==> src/rtl/therm_rx_decoder_pkg.sv <==
// Shared types and helpers for the thermometer-bus receiver and anything that
// needs to judge or decode a thermometer word (benches, encoder checks).
package therm_rx_decoder_pkg;

    localparam int DEF_WIDTH = 16;
    localparam int DEF_ERR_W = 8;

    typedef enum logic [1:0] {
        ST_WAIT = 2'd0,
        ST_LOCK = 2'd1,
        ST_ERR  = 2'd2
    } state_t;

    // Legal words are (2^n)-1 with the top bit clear.
    function automatic logic is_legal_therm(input logic [DEF_WIDTH-1:0] w);
        logic [DEF_WIDTH-1:0] w_inc;
        w_inc = w + DEF_WIDTH'(1);
        return ((w & w_inc) == '0) && !w[DEF_WIDTH-1];
    endfunction

    function automatic logic [$clog2(DEF_WIDTH+1)-1:0] therm_popcount(input logic [DEF_WIDTH-1:0] w);
        logic [$clog2(DEF_WIDTH+1)-1:0] w_cnt;
        w_cnt = '0;
        for (int i = 0; i < DEF_WIDTH; i++)
            w_cnt = w_cnt + ($clog2(DEF_WIDTH+1))'(w[i]);
        return w_cnt;
    endfunction

endpackage

==> src/rtl/therm_rx_decoder_sync_stabilizer.sv <==
// Synchronizes the asynchronous bus and strobes once when a word has been
// held unchanged for STABLE_CYCLES synchronized samples.
module therm_sync_stabilizer #(
    parameter int WIDTH         = 16,
    parameter int SYNC_STAGES   = 2,
    parameter int STABLE_CYCLES = 4
) (
    input  logic             clk,
    input  logic             rst_n,
    input  logic [WIDTH-1:0] i_therm,
    output logic [WIDTH-1:0] o_word,
    output logic             o_accept
);

    localparam int RUN_W = $clog2(STABLE_CYCLES + 1);
    localparam logic [RUN_W-1:0] RUN_MAX = RUN_W'(STABLE_CYCLES);

    logic [SYNC_STAGES-1:0][WIDTH-1:0] r_sync;
    logic [WIDTH-1:0]                  r_prev;
    logic [RUN_W-1:0]                  r_run;
    logic                              r_accept;
    logic [WIDTH-1:0]                  w_s;
    logic [RUN_W-1:0]                  w_run_nxt;

    assign w_s = r_sync[SYNC_STAGES-1];

    always_comb begin
        w_run_nxt = RUN_W'(1);
        if (w_s == r_prev)
            w_run_nxt = (r_run == RUN_MAX) ? RUN_MAX : r_run + RUN_W'(1);
    end

    always_ff @(posedge clk) begin
        if (!rst_n) begin
            r_sync   <= '0;
            r_prev   <= '0;
            r_run    <= '0;
            r_accept <= 1'b0;
        end else begin
            r_sync   <= {r_sync[SYNC_STAGES-2:0], i_therm};
            r_prev   <= w_s;
            r_run    <= w_run_nxt;
            // Only the cycle the run reaches its limit; a restarted run counts as new.
            r_accept <= (w_run_nxt == RUN_MAX) && ((r_run != RUN_MAX) || (w_s != r_prev));
        end
    end

    // While o_accept is high, r_prev holds exactly the word that stabilized.
    assign o_word   = r_prev;
    assign o_accept = r_accept;

endmodule

==> src/rtl/therm_rx_decoder.sv <==
// Receive side of the thermometer LED bus: validates each stable word, decodes
// it to a count and flags steps, jumps and bubble errors.
module therm_rx_decoder
    import therm_rx_decoder_pkg::*;
#(
    parameter int WIDTH         = DEF_WIDTH,
    parameter int SYNC_STAGES   = 2,
    parameter int STABLE_CYCLES = 4,
    parameter int ERR_W         = DEF_ERR_W,
    localparam int VAL_W        = $clog2(WIDTH)
) (
    input  logic             clk,
    input  logic             rst_n,
    input  logic [WIDTH-1:0] therm_in,
    output logic [VAL_W-1:0] value,
    output logic             value_valid,
    output logic             change_pulse,
    output logic             dir_up,
    output logic             dir_down,
    output logic             jump,
    output logic             bubble_err,
    output logic [ERR_W-1:0] err_count
);

    logic [WIDTH-1:0] w_word;
    logic [WIDTH-1:0] w_inc;
    logic             w_accept;
    logic             w_legal;
    logic [VAL_W-1:0] w_n;

    therm_sync_stabilizer #(
        .WIDTH         (WIDTH),
        .SYNC_STAGES   (SYNC_STAGES),
        .STABLE_CYCLES (STABLE_CYCLES)
    ) u_stab (
        .clk      (clk),
        .rst_n    (rst_n),
        .i_therm  (therm_in),
        .o_word   (w_word),
        .o_accept (w_accept)
    );

    assign w_inc   = w_word + WIDTH'(1);
    assign w_legal = ((w_word & w_inc) == '0) && !w_word[WIDTH-1];

    // Legal words carry at most WIDTH-1 ones, so VAL_W bits suffice.
    always_comb begin
        w_n = '0;
        for (int i = 0; i < WIDTH; i++)
            w_n = w_n + VAL_W'(w_word[i]);
    end

    state_t           r_state, w_state_nxt;
    logic [VAL_W-1:0] r_value, w_value_nxt;
    logic             r_valid, w_valid_nxt;
    logic             r_have_legal, w_have_nxt;
    logic             r_chg, r_up, r_dn, r_jmp, r_bub;
    logic             w_chg, w_up, w_dn, w_jmp, w_bub;
    logic [ERR_W-1:0] r_err_cnt;

    always_comb begin
        w_state_nxt = r_state;
        w_value_nxt = r_value;
        w_valid_nxt = r_valid;
        w_have_nxt  = r_have_legal;
        w_chg       = 1'b0;
        w_up        = 1'b0;
        w_dn        = 1'b0;
        w_jmp       = 1'b0;
        w_bub       = 1'b0;
        if (w_accept) begin
            if (!w_legal) begin
                w_state_nxt = ST_ERR;
                w_valid_nxt = 1'b0;
                w_bub       = 1'b1;
            end else begin
                w_state_nxt = ST_LOCK;
                w_valid_nxt = 1'b1;
                w_have_nxt  = 1'b1;
                w_value_nxt = w_n;
                case (r_state)
                    ST_LOCK, ST_ERR: begin
                        // ERR reached straight from WAIT has no prior value to compare.
                        if (r_have_legal && (w_n != r_value)) begin
                            w_chg = 1'b1;
                            w_up  = (w_n > r_value);
                            w_dn  = (w_n < r_value);
                            w_jmp = ((w_n > r_value) ? (w_n - r_value) : (r_value - w_n)) > VAL_W'(1);
                        end
                    end
                    default: ;
                endcase
            end
        end
    end

    always_ff @(posedge clk) begin
        if (!rst_n) begin
            r_state      <= ST_WAIT;
            r_value      <= '0;
            r_valid      <= 1'b0;
            r_have_legal <= 1'b0;
            r_chg        <= 1'b0;
            r_up         <= 1'b0;
            r_dn         <= 1'b0;
            r_jmp        <= 1'b0;
            r_bub        <= 1'b0;
            r_err_cnt    <= '0;
        end else begin
            r_state      <= w_state_nxt;
            r_value      <= w_value_nxt;
            r_valid      <= w_valid_nxt;
            r_have_legal <= w_have_nxt;
            r_chg        <= w_chg;
            r_up         <= w_up;
            r_dn         <= w_dn;
            r_jmp        <= w_jmp;
            r_bub        <= w_bub;
            if (w_bub && (r_err_cnt != '1))
                r_err_cnt <= r_err_cnt + ERR_W'(1);
        end
    end

    assign value        = r_value;
    assign value_valid  = r_valid;
    assign change_pulse = r_chg;
    assign dir_up       = r_up;
    assign dir_down     = r_dn;
    assign jump         = r_jmp;
    assign bubble_err   = r_bub;
    assign err_count    = r_err_cnt;

endmodule

==> config.mk <==
export PLATFORM = sky130hd
export DESIGN_NAME = therm_rx_decoder
export DESIGN_NICKNAME = d
export VERILOG_FILES = /design/src/rtl/therm_rx_decoder_pkg.sv /design/src/rtl/therm_rx_decoder_sync_stabilizer.sv /design/src/rtl/therm_rx_decoder.sv
export SDC_FILE = /design/constraint.sdc
export NUM_CORES = 1
export LEC_CHECK = 0
export CAP_MARGIN = 20
export CORE_MARGIN = 3
export CORE_UTILIZATION = 50
export CTS_CLUSTER_DIAMETER = 120
export DETAILED_ROUTE_END_ITERATION = 7
export GPL_TIMING_DRIVEN = 0
export HOLD_SLACK_MARGIN = 0.1
export PLACE_DENSITY = 0.85
export SYNTH_ARGS = -nofsm -noshare
export SYNTH_HDL_FRONTEND = slang
export SYNTH_SLANG_ARGS = --single-unit
==> constraint.sdc <==
create_clock -name clk -period 5 [get_ports clk]
set_input_delay 0.75 -clock clk [delete_from_list [all_inputs] [get_ports clk]]
set_output_delay 0.75 -clock clk [all_outputs]
set_load 0.01 [all_outputs]
======== Word-level counts from Yosys, hierarchy flattened ========
Cells that the tools add are included.
cells by class
  $add $sub $neg .......................... 20
  order comparisons ....................... 3
  eq/ne operators ......................... 9
  mux-type cells .......................... 8
  bitwise gates (word level) .............. 1
  reductions and logical operators ........ 11
operators by type and width
  kind                     count
  $add A4 B1 Y4            12
  $add A16 B1 Y16 const B  1
  $and A16 B16 Y16         1
  $eq A16 B16 Y1           1
  $logic_not A16 Y1        1
  $ne A16 B16 Y1           1
  $add A8 B1 Y8 const B    1
  $ne A8 B8 Y1 const B     1
  $sub A4 B4 Y4            2
  $eq A3 B3 Y1 const B     2
  $mux W3                  2
  $reduce_and A5 Y1        1
  $add A3 B1 Y4            1
  $gt A4 B1 Y1 const B     1
  $gt A4 B4 Y1             1
  $logic_and A1 B1 Y1      4
  $lt A4 B4 Y1             1
  $mux W1                  4
  $mux W4                  1
  $ne A4 B4 Y1             1
  $reduce_and A4 Y1        1
  $add A2 B1 Y3            1
  $add A3 B1 Y3 const B    1
  $ne A3 B3 Y1 const B     1
  8 further kinds          8
storage, ports and cells
  register bits after elaboration ......... 73
  word-level logic and storage cells ...... 67

======== Logic depth before layout (Yosys ltp) ========
  depth after elaboration ................. 18
  mapped depth ............................ 19
  gate-level depth less buffers ........... 19

======== Modules after synthesis ========
From an unflattened synthesis, not the netlist that was laid out.
unflattened totals
  cells, all modules ...................... 338
  area total of the unflattened synthesis .. 3294.4 µm²
modules (own cells, without submodules)
  module                 instances  cells an instance  area an instance (µm²)  sequential area each (µm²)
  therm_rx_decoder       1          196                1650.3                  400.4
  therm_sync_stabilizer  1          142                1644.1                  1041.0

======== Least setup slack after synthesis ========
Ideal clock, no wire load.
  kind .................................... register -> register
  from .................................... register u_stab.r_prev[0], in the netlist u_stab.o_word[0]
  to ...................................... register r_jmp, in the netlist jump
  library setup time ...................... 0.120 ns
  arrival ................................. 4.569 ns
  path slack .............................. 0.311 ns
  stages on the path, launching flop included .. 17
  buffers on the path ..................... 0
  cell sequence ........................... dfxtp_1 inv_1 fa_1 fa_1 fa_1 fa_1 inv_1 ha_1 fa_1 xor2_1 ha_1 and4_1 a21oi_1 mux2i_1 o211ai_1 xnor2_1 a21oi_1
between the ends
  word-level cells in the longest chain between the ends .. 18
  elaborated cells between the ends (all ways) .. 27
RTL lines
  element                                            line                                            text
  start, declared                                    therm_rx_decoder_sync_stabilizer.sv:19          logic [WIDTH-1:0] r_prev;
  start signal, assigned                             therm_rx_decoder_sync_stabilizer.sv:41          r_prev <= w_s;
  $add A1 B1 Y2 (*)                                  therm_rx_decoder.sv:50                          w_n = w_n + VAL_W'(w_word[i]);
  $add A2 B1 Y3 (*)                                  therm_rx_decoder.sv:50
  $add A3 B1 Y4 (*)                                  therm_rx_decoder.sv:50
  $add A4 B1 Y4 (*) (12 in a row)                    therm_rx_decoder.sv:50
  via w_n[2]                                         therm_rx_decoder.sv:29                          logic [VAL_W-1:0] w_n;
  $sub A4 B4 Y4, or another cell as far along        therm_rx_decoder.sv:88                          w_jmp = ((w_n > r_value) ? (w_n - r_value) : (r_value - w_n)) > VAL_W'(1);
  $mux W4 or $logic_and A1 B1 Y1 (tied branches)     therm_rx_decoder.sv:88, therm_rx_decoder.sv:84
  $gt A4 B1 Y1 or $reduce_and A5 Y1 (tied branches)  -
  end signal, assigned                               therm_rx_decoder.sv:117                         r_jmp <= w_jmp;
  end, declared                                      therm_rx_decoder.sv:57                          logic r_chg, r_up, r_dn, r_jmp, r_bub;
Mark *: on every way through the listed nets, which the timed path passes. The rest lies on a longest branch.
A chain may end at the register's enable or synchronous reset.

======== Worst setup path after layout ========
  from .................................... register u_stab.r_prev[9], in the netlist u_stab.o_word[9]
  to ...................................... register r_jmp, in the netlist jump
between the ends
  word-level cells in the longest chain between the ends .. 10
  elaborated cells between the ends (all ways) .. 19
RTL lines
  element                                            line
  $add A4 B1 Y4 (*) (7 in a row)                     therm_rx_decoder.sv:50
  via w_n[3]                                         therm_rx_decoder.sv:29
  $sub A4 B4 Y4, or another cell as far along        therm_rx_decoder.sv:88
  $mux W4 or $logic_and A1 B1 Y1 (tied branches)     therm_rx_decoder.sv:88, therm_rx_decoder.sv:84
  $gt A4 B1 Y1 or $reduce_and A5 Y1 (tied branches)  -
Marks and branches as above.

==> impl_results.md <==
* Die Wd at 87.0 um
* Hold Vio Cnt, Final at 0
* R2r endpoint: jump$_SDFF_PN0_
* Clock skew at 12.6 ps
* Warning count from the yosys run at 0
* Post-route clock period utilization at 0.955
* CP max stage cell: fa_1
* DRC at 0
* Endpoints failing setup at 0
* Netlist cell types at 40
* Average size of a mapped cell at 9.78 um2
* Diodes inserted at 0
* Post-DRT Antenna Nets at 0
* DR vias at about 2,400
* Hold Crit Class: reg -> reg
* Crit path DAT at roughly 5000 ps
* CP Class: reg -> reg
* R2R setup slack at roughly 230 ps
* Hold-fix buffers, CTS at 0
* Total Routing Usage GR at 0.181
* Die height at ~87 um
* Synthesized area at around 3300 um2
* Yosys reg bits at between 70 and 80
* Max-cap violations at 0
* IR drop worst, VDD at 0.267 mV
* GRT Max-Usage Layer: met2
* Starting Density at 0.534
* Post-Syn Nets at 382
* Slew Limit Headroom at 0.481
* Most used flip-flop cell after synthesis: dfxtp_1
* Final wirelength at 6360 um
* Hold Path End: u_stab.w_s[3]$_SDFF_PN0_
* Register area share after synthesis at 0.440
* Sequential cell area at about 1400 um2
* Fraction of layout cells with a size suffix above 1 at 0.0829
* Worst-path maximum fanout at 6
* # fillers at ~490
* Power Dens Cells at between 300 and 400 nW/um2
* Hpwl dp at approximately 4600 um
* Fin Setup TNS at 0 ps
* # rows at 28
* Most frequent cell on the critical path: fa_1
* EDFF count, synth at 0
* IO buf count at 34
* Placer congestion estimate at 0.905
* DR pass1 iterations at 4
* Met1 usage at 0.215
* Worst R2R Path Depth at 17
* Initial antenna violation count at 0
* Mapped Cells at 335
* Multi-input gate area at ~1700 um2
* Synth-to-layout area growth at 22.1%
* Pin count of the biggest net entering global routing at 14
* Asr flop ratio synth at 0
* Fin nets at between 400 and 500
* H-tree Lvls at 3
* Hold Crit Start: u_stab.r_sync[3]$_SDFF_PN0_
* WHS Path Cells at 1
* Clock sinks at 72
* TritonCTS clock tree: built
* Met2 global-route usage at 0.310
* I/O pin count at 36
* Leak at roughly 0.0016 uW
* Via density per instance at 5.11
* Commonest cells after routing, fill and taps aside: dfxtp_1, and2_1, inv_1
* Core area at ~6100 um2
* M3 GR Usage at 0.0530
* Commonest non-fill, non-tap cell in the layout: dfxtp_1
* Drt first-iter violations at approximately 140
* Crit. End Element: register
* Final Power at 1310 uW
* Routed len/inst at approximately 14 um
* Worst path cell trace: inv_1 -> fa_1 -> fa_1 -> fa_1 -> fa_1 -> inv_1 -> ha_1 -> a21o_1 -> a21oi_2 -> xnor2_1 -> ha_1 -> and4_4 -> a21oi_4 -> mux2i_1 -> o211ai_1 -> xnor2_1 -> a21oi_1
* Outcome: complete, no violations
* Worst-Margin Slew at around 770 ps
* Num CTS Buffers at 9
* Clk pin slew, worst setup/hold paths at ~80 ps
* Maximum clock frequency at between 200 and 250 MHz
* Max incr delay on CP at approximately 500 ps
* Vias in the first global route at 2,321
* First-pass GRT wire length at roughly 11,000 um
* Critical Path Source Type: register
* Gr ovfl total at 0
* Clk root buf: clkbuf_8
* R2r startpoint: u_stab.o_word[9]$_SDFF_PN0_
* Full die area at roughly 7600 um2
* Worst-Skew Late Latency at 340 ps
* Clock Tree Buf Depth at 2
* Final min period at between 4000 and 5000 ps
* Worst path required time at around 5300 ps
* Max Slew Vio Count at 0
## power breakdown
group / internal, uW / switching [uW] / leakage (uW)
logic: 86.7 / 89.5 / 0.000889
registers: 589 / 9.89 / 0.000591
clock network: 312 / 221 / 0.000117
## Yosys cell counts (2+ instances only)
cell / number / area share
or2_1: 2 / 0.0038
nor3_1: 6 / 0.0092
a21oi_1: 11 / 0.017
fa_1: 12 / 0.073
nor2_1: 12 / 0.014
mux2i_1: 9 / 0.027
or4_1: 4 / 0.0092
xnor2_1: 18 / 0.048
clkbuf_1: 9 / 0.010
ha_1: 17 / 0.065
o31ai_1: 7 / 0.016
nor4_1: 4 / 0.0076
nand4_1: 7 / 0.013
a211oi_1: 2 / 0.0046
nand3_1: 6 / 0.0092
nand2_1: 15 / 0.017
nand2b_1: 3 / 0.0057
dfxtp_1: 72 / 0.44
and2_1: 50 / 0.095
xor2_1: 2 / 0.0053
o21ai_0: 5 / 0.0076
inv_1: 44 / 0.050
## metrics by stage
| stage | utilization | instances | instance area, um2 | hold slack (ps) | setup slack (ps) |
|---|---|---|---|---|---|
| floorplan | - | 335 | 3280 | 412 | 311 |
| global placement | 0.605 | 444 | 3710 | 414 | -12.2 |
| detailed placement | 0.605 | 444 | 3710 | 420 | -116 |
| CTS | 0.644 | 460 | 3950 | 432 | 5.92 |
| global route | 0.653 | 461 | 4000 | 446 | -22.7 |
| finish | 0.653 | 461 | 4000 | 429 | 227 |
## registers in the layout, summed over array words and instances (netlist names)
register / cells
u_stab.r_run: 3
value: 4
bubble_err: 1
change_pulse: 1
jump: 1
u_stab.r_sync: 16
r_state: 2
err_count: 8
u_stab.o_accept: 1
r_have_legal: 1
dir_up: 1
u_stab.o_word: 16
u_stab.w_s: 16
dir_down: 1
## worst max-delay path: cells and delay by family (launching register included)
family,cells,cell delay (ps)
flip-flops,1,430
adder cells (fa/ha/maj),6,2550
buffers and inverters,2,150
AND/OR/NAND/NOR,1,240
AO/OA/AOI/OAI,5,790
multiplexers,1,220
XOR/XNOR,2,310
## layer usage
metal	wire, um	vias to the layer above
li1	-	1188
met1	2740	1081
met4	182	0
met2	3140	71
met3	291	16
met5	0	-
## cell families (layout without fill, tap and decap cells)
family          count (synthesis)  count (layout)  synth area share
mux                             9               9            0.0275
simple gates                  115             115             0.200
compound gates                 36              36            0.0767
flops                          72              72             0.440
buf+inv                        54             105            0.0641
fa+ha+maj                      29              29             0.138
xor+xnor                       20              20            0.0535
## how the worst max path moves through the flow
stage	slack (ps)	startpoint	endpoint	cells after the start
after floorplan	310	u_stab.o_word[0]$_SDFF_PN0_	jump$_SDFF_PN0_	16
after global placement	-10	u_stab.o_word[3]$_SDFF_PN0_	jump$_SDFF_PN0_	16
after detailed placement	-120	u_stab.o_word[3]$_SDFF_PN0_	jump$_SDFF_PN0_	16
after CTS	6	u_stab.o_word[3]$_SDFF_PN0_	jump$_SDFF_PN0_	16
after global routing	-20	u_stab.o_word[0]$_SDFF_PN0_	jump$_SDFF_PN0_	17
final	230	u_stab.o_word[9]$_SDFF_PN0_	jump$_SDFF_PN0_	17
## layout make-up
class / instances / share of cell area
repair buffers: 35 / 0.0869
multi-input cells: 209 / 0.416
plain buffers: 10 / 0.0113
well taps: 75 / 0.0234
flip-flops and latches: 72 / 0.362
clock inverters: 5 / 0.0213
inverters: 44 / 0.0413
clock buffers: 11 / 0.0378
## timing repair
| action | 4_1_cts | 5_1_grt |
|---|---|---|
| endpoints found under the setup margin | 1 | 1 |
| pin swaps | 0 | 3 |
| buffers inserted | 0 | 1 |
| gates cloned | 0 | 0 |
| resized for setup | 1 | 13 |
No activity file was read; power rests on OpenSTA's default activity.
